--- src/rtl/banzai_axil_driver.sv ---
// banzai_axil_driver: single-outstanding AXI-Lite initiator for the Bayesian controller.
// Optional bus watchdog is enabled by defining BANZAI_DRV_TIMEOUT_EN.
module banzai_axil_driver #(
  parameter logic [31:0] REG_BASE       = 32'h2000,
  parameter int          TIMEOUT_CYCLES = 4096
) (
  input  logic        clk,
  input  logic        rst,
  input  logic        cmd_valid,
  output logic        cmd_ready,
  input  logic [1:0]  cmd_op,
  input  logic [31:0] cmd_addr,
  input  logic [31:0] cmd_data,
  input  logic [35:0] cmd_obs,
  output logic        resp_valid,
  input  logic        resp_ready,
  output logic [31:0] resp_data,
  output logic        resp_err,
  output logic [31:0] aw_addr,
  output logic        aw_valid,
  input  logic        aw_ready,
  output logic [31:0] w_data,
  output logic [3:0]  w_strb,
  output logic        w_valid,
  input  logic        w_ready,
  input  logic [1:0]  b_resp,
  input  logic        b_valid,
  output logic        b_ready,
  output logic [31:0] ar_addr,
  output logic        ar_valid,
  input  logic        ar_ready,
  input  logic [31:0] r_data,
  input  logic [1:0]  r_resp,
  input  logic        r_valid,
  output logic        r_ready
);

  typedef enum logic [2:0] {
    S_IDLE, S_WR, S_WR_RESP, S_RD, S_RD_RESP, S_RESP
  } state_t;

  state_t      r_state, w_next;
  logic        r_infer;
  logic [1:0]  r_step;
  logic [26:0] r_obs;
  logic        r_aw_done, r_w_done;
  logic        w_aw_hs, w_w_hs, w_wr_done, w_tmo;
  logic [8:0]  w_next_o;

  assign cmd_ready  = (r_state == S_IDLE);
  assign b_ready    = (r_state == S_WR_RESP);
  assign r_ready    = (r_state == S_RD_RESP);
  assign resp_valid = (r_state == S_RESP);
  assign w_strb     = 4'hF;

  assign w_aw_hs   = aw_valid & aw_ready;
  assign w_w_hs    = w_valid & w_ready;
  assign w_wr_done = (r_aw_done | w_aw_hs) & (r_w_done | w_w_hs);

  // r_obs holds O2..O4; O1 goes out straight from the command
  always_comb begin
    w_next_o = r_obs[26:18];
    unique case (r_step)
      2'd0:    w_next_o = r_obs[8:0];
      2'd1:    w_next_o = r_obs[17:9];
      default: w_next_o = r_obs[26:18];
    endcase
  end

`ifdef BANZAI_DRV_TIMEOUT_EN
  logic [15:0] r_tmo;
  logic        w_busy;
  assign w_busy = (r_state == S_WR) || (r_state == S_WR_RESP) ||
                  (r_state == S_RD) || (r_state == S_RD_RESP);
  assign w_tmo  = w_busy && (r_tmo == 16'(TIMEOUT_CYCLES - 1));

  always_ff @(posedge clk or posedge rst) begin
    if (rst)                          r_tmo <= '0;
    else if (!w_busy || w_next != r_state) r_tmo <= '0;
    else                              r_tmo <= r_tmo + 16'd1;
  end
`else
  // no watchdog: the driver waits on the slave forever
  assign w_tmo = (TIMEOUT_CYCLES < 0);
`endif

  always_comb begin
    w_next = r_state;
    unique case (r_state)
      S_IDLE: if (cmd_valid) begin
        unique case (cmd_op)
          2'd0, 2'd2: w_next = S_WR;
          2'd1:       w_next = S_RD;
          default:    w_next = S_RESP;
        endcase
      end
      S_WR:      if (w_wr_done) w_next = S_WR_RESP;
      S_WR_RESP: if (b_valid) begin
        if (!r_infer)           w_next = S_RESP;
        else if (r_step == 2'd3) w_next = S_RD;
        else                    w_next = S_WR;
      end
      S_RD:      if (ar_ready) w_next = S_RD_RESP;
      S_RD_RESP: if (r_valid) w_next = S_RESP;
      S_RESP:    if (resp_ready) w_next = S_IDLE;
      default:   w_next = S_IDLE;
    endcase
    if (w_tmo) w_next = S_RESP;
  end

  always_ff @(posedge clk or posedge rst) begin
    if (rst) begin
      r_state   <= S_IDLE;
      aw_valid  <= 1'b0;
      w_valid   <= 1'b0;
      ar_valid  <= 1'b0;
      aw_addr   <= '0;
      w_data    <= '0;
      ar_addr   <= '0;
      resp_data <= '0;
      resp_err  <= 1'b0;
      r_infer   <= 1'b0;
      r_step    <= '0;
      r_obs     <= '0;
      r_aw_done <= 1'b0;
      r_w_done  <= 1'b0;
    end else begin
      r_state <= w_next;
      if (w_tmo) begin
        aw_valid  <= 1'b0;
        w_valid   <= 1'b0;
        ar_valid  <= 1'b0;
        resp_data <= '0;
        resp_err  <= 1'b1;
      end else begin
        unique case (r_state)
          S_IDLE: if (cmd_valid) begin
            r_infer   <= (cmd_op == 2'd2);
            r_step    <= '0;
            r_obs     <= cmd_obs[35:9];
            resp_err  <= (cmd_op == 2'd3);
            resp_data <= '0;
            r_aw_done <= 1'b0;
            r_w_done  <= 1'b0;
            unique case (cmd_op)
              2'd0: begin
                aw_addr  <= cmd_addr & 32'hFFFF_FFFC;
                w_data   <= cmd_data;
                aw_valid <= 1'b1;
                w_valid  <= 1'b1;
              end
              2'd1: begin
                ar_addr  <= cmd_addr & 32'hFFFF_FFFC;
                ar_valid <= 1'b1;
              end
              2'd2: begin
                aw_addr  <= REG_BASE + 32'd12;
                w_data   <= {23'd0, cmd_obs[8:0]};
                aw_valid <= 1'b1;
                w_valid  <= 1'b1;
              end
              default: ;
            endcase
          end
          S_WR: begin
            if (w_aw_hs) begin
              aw_valid  <= 1'b0;
              r_aw_done <= 1'b1;
            end
            if (w_w_hs) begin
              w_valid  <= 1'b0;
              r_w_done <= 1'b1;
            end
          end
          S_WR_RESP: if (b_valid) begin
            resp_err  <= resp_err | (b_resp != 2'b00);
            r_aw_done <= 1'b0;
            r_w_done  <= 1'b0;
            if (r_infer && r_step != 2'd3) begin
              r_step   <= r_step + 2'd1;
              aw_addr  <= REG_BASE + 32'd16 + {28'd0, r_step, 2'b00};
              w_data   <= {23'd0, w_next_o};
              aw_valid <= 1'b1;
              w_valid  <= 1'b1;
            end else if (r_infer) begin
              ar_addr  <= REG_BASE;
              ar_valid <= 1'b1;
            end
          end
          S_RD: if (ar_ready) ar_valid <= 1'b0;
          S_RD_RESP: if (r_valid) begin
            resp_data <= r_data;
            resp_err  <= resp_err | (r_resp != 2'b00);
          end
          default: ;
        endcase
      end
    end
  end

endmodule
--- config.mk ---
export PLATFORM = sky130hd
export DESIGN_NAME = banzai_axil_driver
export DESIGN_NICKNAME = d
export VERILOG_FILES = /design/src/rtl/banzai_axil_driver.sv
export SDC_FILE = /design/constraint.sdc
export NUM_CORES = 1
export LEC_CHECK = 0
export ABC_AREA = 0
export BUFFER_PORTS_ARGS = -buffer_cell sky130_fd_sc_hd__buf_2
export CAP_MARGIN = 20
export CORE_UTILIZATION = 30
export CTS_CLUSTER_DIAMETER = 120
export DETAILED_ROUTE_END_ITERATION = 6
export PLACE_DENSITY_LB_ADDON = 0.1
export SYNTH_ARGS = -nofsm -noshare
export SYNTH_HDL_FRONTEND = slang
export SYNTH_SLANG_ARGS = --single-unit
--- constraint.sdc ---
create_clock -name clk -period 6 [get_ports clk]
set_input_delay 0.6 -clock clk [delete_from_list [all_inputs] [get_ports clk]]
set_output_delay 0.6 -clock clk [all_outputs]
set_load 0.02 [all_outputs]
==> metrics list, run 1 <==
* Run status: finished, final reports clean
- Remaining antenna violation count: 0
- The core region is 23500 um2.
- Buffers added on ports: 276
- Grouping stages by cell kind, the critical path spends the most delay in buffers and inverters.
- Total grt overflow: 0
* Number of distinct library cells after synthesis: 38
- Overall track demand over capacity in global routing: 0.167
- Final Routed Wirelength: 20000 um
- Counting tap cells, the placed design contains a total of 1288 instances.
- In the routed design, unresolved DRC markers number 0.
- Worst setup slack after placement: 2960 ps
- For the worst-skew pair, the clock arrives at the later sink with an insertion delay of 420 ps.
- Of the total synthesized cell area, the portion taken by full adders, half adders and majority gates is 0.00522.
- Synthesized-area fraction occupied by ao, oa, aoi and oai cells: 0.130
* Nature of the critical path endpoint: flop
* Count of cells resized by post-cts repair: 0
- Vias in the first global route: 5673
* Power Dens Cells: 553 nW/um2
- Number of I/O pins: 287
- Slew HR: 0.285
- Static leakage: 4.87 nW
- Cts-stage hold buffer count: 0
* CTS tree: yes
* Htree depth: 4
- Measured on the finished design, the core utilization comes to 0.398.
* Final hold violation count: 0
- Proportion of synthesized area in mux cells: 0.0900
- Max-cap violations in this run came to 0.
- After filler insertion, the fill cell instance count of the layout stands at 2442.
- In the final layout, the share of cells above drive strength 1 is 0.356.
- The worst hold path belongs to the class in -> async.
- DR WL/cell: 15.1 um
* Worst-path maximum fanout: 74
- Dividing the final minimum period by the clock period gives 0.504.
* Type of element launching the critical path: flop
* Initial DRC Count: 284
* Unrepaired setup endpoints after global routing: no
- Initial antenna violation count: 0
- Synthesis Warnings: 0
- Final weighted congestion of routability-driven global placement: 0.738
* Global-route wire length before repair: 31500 um
- Relative to the synthesized area, the layout overhead comes to 30.1%.
* Fraction of the mapped netlist area in simple logic gates: 0.142
* Clock transition at the registers of the reported paths: 70 ps
- Buffer levels on the longest clock path: 2
- Entering global routing, the biggest net connects 75 pins.
- Pin slew with the least headroom to its limit: 1070 ps
- For this run, the detailed router's first-pass iteration total came to 4.
- Number of flops mapped to enable cells by yosys: 0
* #FFs+latches synth: 163
- The tightest hold path in the finished design has a slack of 203 ps.
* Clock skew: 10.6 ps
- Non-Filler Instances: 1320
* Crit path kind: reg -> reg
- The initial utilization of the core area, before any placement, comes to 0.306.
- Summed over all failing endpoints, the final setup total negative slack is 0 ps.
- Row Count: 56
- Cell area after synthesis: 7190 um2
* Avg Synthesized Cell Area: 9.82 um2
* Full die area: 24600 um2
* Finish-stage setup viols: 0
* Floorplan die height: 157 um
* Crit path top cell by count: sky130_fd_sc_hd__buf_4
* Slowest cell delay on critical path: 680 ps
* Die X: 157 um
- Static timing analysis puts the maximum clock frequency at 0.331 GHz.
- Overall via count from detail_route: 5768
- In the routed layout, each cell is associated on average with a via count of 4.37.
- Slowest cell on the critical path: sky130_fd_sc_hd__dfrtp_1
- Total number of nets in the final design: 1138
- Min Tclk post-route: 3020 ps
* HPWL reported at the end of detailed placement: 13700 um
* Flip-flop cell with the highest count after synthesis: sky130_fd_sc_hd__dfrtp_1
- Buffers added to address setup during post-CTS repair amount to 0.
- Proportion of synthesized flip-flops having asynchronous set or reset: 1.00
* CTS Sinks: 163
- Cell Chain, Critical Path: or3b_2 > buf_4 > o2111ai_4 > buf_4 > a311oi_1 > a21o_1
* Final slew viol count: 0
* Antenna diode instance count: 0
- Xor-xnor portion of the synthesized cell area: 0
- At the worst endpoint, the arrival time is 3330 ps.
- The share of the Yosys chip area taken by registers is 0.567.
- Total clock buffers created by CTS: 17
* Worst Setup Slack, final: 2980 ps
- VDD sags by at most 207 uV.
- Together, buffers and inverters on the worst path number 2.
- STA puts the critical path data required time at 6310 ps.
- Cell count after synthesis: 732
- After synthesis, the largest family of logic cells by area is simple AND/OR/NAND/NOR gates.
- In this run the clock root is driven by a sky130_fd_sc_hd__clkbuf_16.
## cells in the mapped netlist, drive strengths merged, types with 2 or more instances
cell,n,area [um2]
nand3b,2,15.0
mux2i,32,320
nor2,12,45.0
a22o,9,78.8
conb,2,7.51
clkbuf,28,110
nand2b,2,12.5
nor3b,3,22.5
a311oi,10,87.6
nor2b,4,25.0
ha,3,37.5
inv,39,146
o211ai,2,15.0
a21o,13,97.6
nor3,4,20.0
mux2,29,327
dfrtp,163,4080
o21ai,90,450
a211oi,9,67.6
a21oi,13,65.1
buf,28,204
nand2,223,837
## kinds of logic after synthesis
kind of cell             Yosys count
AND/OR/NAND/NOR                  256
flip-flops                       163
AO/OA/AOI/OAI                    152
buffers and inverters             95
multiplexers                      61
adder cells (fa/ha/maj)            3
other                              2
## worst paths after layout
kind	from	cells past startpoint	slack, ps	endpoint
setup reg to reg	r_state[1]$_DFFE_PP0P_	6	2980	w_data[2]$_DFFE_PP0P_
hold reg to reg	resp_data[10]$_DFFE_PP0P_	2	470	resp_data[10]$_DFFE_PP0P_
max in group asynchronous	rst	3	4580	resp_data[23]$_DFFE_PP0P_
min in group clk	cmd_obs[21]	2	410	r_obs[12]$_DFFE_PP0P_
setup / recovery	r_state[1]$_DFFE_PP0P_	6	2980	w_data[2]$_DFFE_PP0P_
hold / removal	rst	2	200	resp_data[2]$_DFFE_PP0P_
## registers in the layout, summed over array words and instances (netlist names)
name and cells:
ar_addr 30, ar_valid 1, aw_addr 30, aw_valid 1, r_aw_done 1, r_infer 1, r_obs 27, r_state 3
r_step 2, r_w_done 1, resp_data 32, resp_err 1, w_data 32, w_valid 1
## where the power goes
group | switching, mW | internal, mW | total, mW
Sequential | 0.284 | 1.62 | 1.90
Combinational | 1.44 | 0.805 | 2.24
Clock | 0.473 | 0.547 | 1.02
Total | 2.20 | 2.97 | 5.17
## per-layer routing
metal  vias up  GRT usage  wire [um]
li1       2920          -          -
met1      2683      0.211       8950
met2       156      0.276       9580
met3         9     0.0485       1300
met4         0     0.0476        172
met5         -          0          0
## area by class of cell
type | count | area [um2] | share of cell area
Timing Repair Buffer | 287 | 1460 | 0.157
Inverter | 39 | 151 | 0.0162
Clock buffer | 19 | 443 | 0.0474
Multi-Input combinational cell | 480 | 2710 | 0.290
Sequential cell | 163 | 4080 | 0.436
Clock inverter | 13 | 100 | 0.0107
Tap cell | 319 | 399 | 0.0427
## cell usage in the layout (no fill, tap or decap), types with 2 or more instances in the layout
| cell | instances |
|---|---|
| sky130_fd_sc_hd__buf_2 | 276 |
| sky130_fd_sc_hd__nand2_1 | 223 |
| sky130_fd_sc_hd__dfrtp_1 | 163 |
| sky130_fd_sc_hd__o21ai_0 | 81 |
| sky130_fd_sc_hd__inv_1 | 38 |
| sky130_fd_sc_hd__mux2i_1 | 32 |
| sky130_fd_sc_hd__mux2_2 | 29 |
| sky130_fd_sc_hd__clkbuf_16 | 17 |
| sky130_fd_sc_hd__a21o_1 | 13 |
| sky130_fd_sc_hd__a21oi_1 | 12 |
| sky130_fd_sc_hd__nor2_1 | 11 |
| sky130_fd_sc_hd__buf_4 | 11 |
| sky130_fd_sc_hd__a311oi_1 | 10 |
| sky130_fd_sc_hd__a22o_1 | 9 |
| sky130_fd_sc_hd__a211oi_1 | 9 |
| sky130_fd_sc_hd__o21ai_1 | 9 |
| sky130_fd_sc_hd__conb_1 | 8 |
| sky130_fd_sc_hd__inv_6 | 6 |
| sky130_fd_sc_hd__nor2b_1 | 4 |
| sky130_fd_sc_hd__nor3_1 | 4 |
| sky130_fd_sc_hd__ha_1 | 3 |
| sky130_fd_sc_hd__clkinv_4 | 3 |
| sky130_fd_sc_hd__clkinv_2 | 3 |
| sky130_fd_sc_hd__nand2b_1 | 2 |
| sky130_fd_sc_hd__nor3b_1 | 2 |
| sky130_fd_sc_hd__o211ai_1 | 2 |
| sky130_fd_sc_hd__nand3b_1 | 2 |
| sky130_fd_sc_hd__clkinvlp_4 | 2 |
## through the flow
step           instance area [um2]  total power, mW
2_1_floorplan                 7210             3.45
3_3_place_gp                  8810             4.20
3_5_place_dp                  8810             4.22
4_1_cts                       9350             5.28
5_1_grt                       9350             5.58
6_report                      9350             5.17
No activity file was read; power rests on OpenSTA's default activity.
==> run 2, diff against run 1 <==
==> constraint.sdc (replaced) <==
create_clock -name clk -period 3.01 [get_ports clk]
set_input_delay 0.301 -clock clk [delete_from_list [all_inputs] [get_ports clk]]
set_output_delay 0.301 -clock clk [all_outputs]
set_load 0.02 [all_outputs]
==> metrics list, run 2 (synthesized netlist as in run 1, its figures left out) <==
- STA puts the critical path data required time at 2710 ps.
* Worst min-delay path category: in -> reg
- Final hold violation count: 0
- The cell sitting at the root of the clock tree is a sky130_fd_sc_hd__clkbuf_16.
* HPWL reported at the end of detailed placement: 13800 um
- In the final layout, the registers with the most flip-flops are resp_data (32), w_data (32).
* Share of post-route cells with drive strength above 1: 0.358
- Buffers inserted to repair hold after CTS numbered 1.
* Layout overhead on the synthesized area: 32.4%
- Nature of the critical path endpoint: primary output
* Non-Filler Instances: 1327
* Total clock buffers created by CTS: 17
- The number of antenna diodes in the final layout is 0.
- The worst-case IR drop observed on VDD is 425 uV.
- After detailed placement, the design holds a cell count of 1294.
* Global-route wire length before repair: 31400 um
- The worst register-to-register path has a setup slack of 640 ps.
- The endpoint identified for the worst register-to-register timing path is w_data[26]$_DFFE_PP0P_.
- The startpoint identified for the worst register-to-register timing path is r_state[1]$_DFFE_PP0P_.
- Derived from the worst setup path, the maximum achievable clock frequency is 0.418 GHz.
- Min Tclk post-route: 2390 ps
- Crit path kind: reg -> out
* Type of element launching the critical path: flop
* Number of I/O pins: 287
- Largest net degree at the start of global routing: 88
* Clock transition at the registers of the reported paths: 70 ps
* Worst Setup Slack, final: 616 ps
- In this run the post-CTS setup repair buffer count came out at 0.
- Clock latency on the worst-skew pair, taken at its later pin, is 420 ps.
- Slew HR: 0.611
* Worst path depth: 3
* Worst setup slack after placement: 636 ps
* Vias in the first global route: 5706
- Starting density of the core: 0.306
- Slowest cell delay on critical path: 600 ps
* Final routed DRC violation total: 0
* Final period utilization: 0.795
- In this run the worst path has a maximum fanout of 14.
* Detailed-route vias per instance: 4.40
- Floorplan core area: 23500 um2
- The signal on the critical path passes through or3b_2 > inv_1 > buf_2.
- Unrepaired setup endpoints after global routing: no
* Initial antenna violation count: 2
- In this run, post-CTS repair resized a total of 0 instances.
- The number of max-slew violations in the final report came to 0.
* Floorplan die height: 157 um
- The detail route stage leaves a number of antenna-violating nets equal to 0.
- STA puts the critical path data arrival time at 2090 ps.
- The library cell used most frequently in the layout, excluding fill and tap cells, is sky130_fd_sc_hd__buf_2.
- In this run the number of H-tree levels came out at 4.
* Initial DRC Count: 315
- Summed over all cells, the static leakage comes to 4.94 nW.
- Row Count: 56
* Die X: 157 um
* R2R depth: 5
* DR WL/cell: 15.1 um
- At the end of routability-driven placement, the weighted congestion stood at 0.734.
- Core utilization of the finished layout: 0.405
- CTS Sinks: 163
* Final Routed Wirelength: 20000 um
* CTS tree: yes
* Buffers added on ports: 276
- In this design, the largest share of critical-path delay is due to simple AND/OR/NAND/NOR gates.
- Leaving out fill and tap cells, the most frequent cells in the layout are sky130_fd_sc_hd__buf_2 (276), sky130_fd_sc_hd__nand2_1 (223), sky130_fd_sc_hd__dfrtp_1 (163).
* CP endpoint: b_ready
- Slowest cell on the critical path: sky130_fd_sc_hd__or3b_2
* Overall track demand over capacity in global routing: 0.166
- The run finished with clean final reports.
* Clock skew: 11.7 ps
- Finish-stage setup viols: 0
* Power Dens Cells: 1110 nW/um2
* Sum of buffers and inverters on the critical path: 2
- Pin slew with the least headroom to its limit: 583 ps
- Critical Path Source: r_state[0]$_DFFE_PP0P_
* Overall via count from detail_route: 5837
- In this run the deepest clock path goes through 2 buffers.
- After routing, the total negative slack on setup checks comes to 0 ps.
- The net count of the finished layout is 1145.
- Number of max-cap violations: 0
- The die covers 24600 um2.
- Total grt overflow: 0
- DRT Pass-1 Iters: 4
## run 2: cell count changes in the layout (fill, tap and decap cells not counted)
cell	before	now
sky130_fd_sc_hd__buf_12	0	5
sky130_fd_sc_hd__inv_6	6	4
sky130_fd_sc_hd__inv_8	0	1
sky130_fd_sc_hd__dlygate4sd3_1	0	1
sky130_fd_sc_hd__clkinv_4	3	1
sky130_fd_sc_hd__buf_4	11	12
sky130_fd_sc_hd__clkbuf_1	1	2
sky130_fd_sc_hd__clkinv_2	3	0
sky130_fd_sc_hd__bufinv_16	0	2
sky130_fd_sc_hd__clkinvlp_4	2	5
## run 2: layout make-up
cell class	instances	area, um2
Clock buffer	20	447
Clock inverter	12	145
Fill cell	2470	14000
Inverter	39	150
Multi-Input combinational cell	480	2710
Sequential cell	163	4080
Tap cell	319	399
Timing Repair Buffer	294	1580
## run 2: worst min path at each step
stage / cells past startpoint / slack [ps] / endpoint / from
floorplan: 2 / 430 / aw_addr[16]$_DFFE_PP0P_ / cmd_addr[16]
global placement: 3 / 440 / r_state[2]$_DFFE_PP0P_ / rst
detailed placement: 3 / 440 / r_state[2]$_DFFE_PP0P_ / rst
CTS: 2 / 90 / r_obs[3]$_DFFE_PP0P_ / cmd_obs[12]
global route: 2 / 90 / r_obs[14]$_DFFE_PP0P_ / cmd_obs[23]
finish: 2 / 110 / r_obs[3]$_DFFE_PP0P_ / cmd_obs[12]
## run 2: layer usage
layer | routed length, um | GRT usage | vias up
met4 | 132 | 0.0448 | 4
met3 | 1360 | 0.0518 | 11
li1 | - | - | 2932
met5 | 18 | 0 | -
met1 | 8970 | 0.215 | 2740
met2 | 9500 | 0.265 | 150
## run 2: through the flow
step | instance area [um2] | hold WS, ps | power, mW
floorplan | 7220 | 428 | 6.88
global placement | 8910 | 441 | 8.44
detailed placement | 8910 | 438 | 8.49
CTS | 9520 | 87.1 | 10.8
global route | 9520 | 91.9 | 11.4
finish | 9520 | 111 | 10.6
## run 2: report_power, final
part           internal [mW]  switching [mW]  leakage [nW]
clock network           1.26           0.948         0.276
registers               3.23           0.552          2.04
logic                   1.67            2.90          2.62
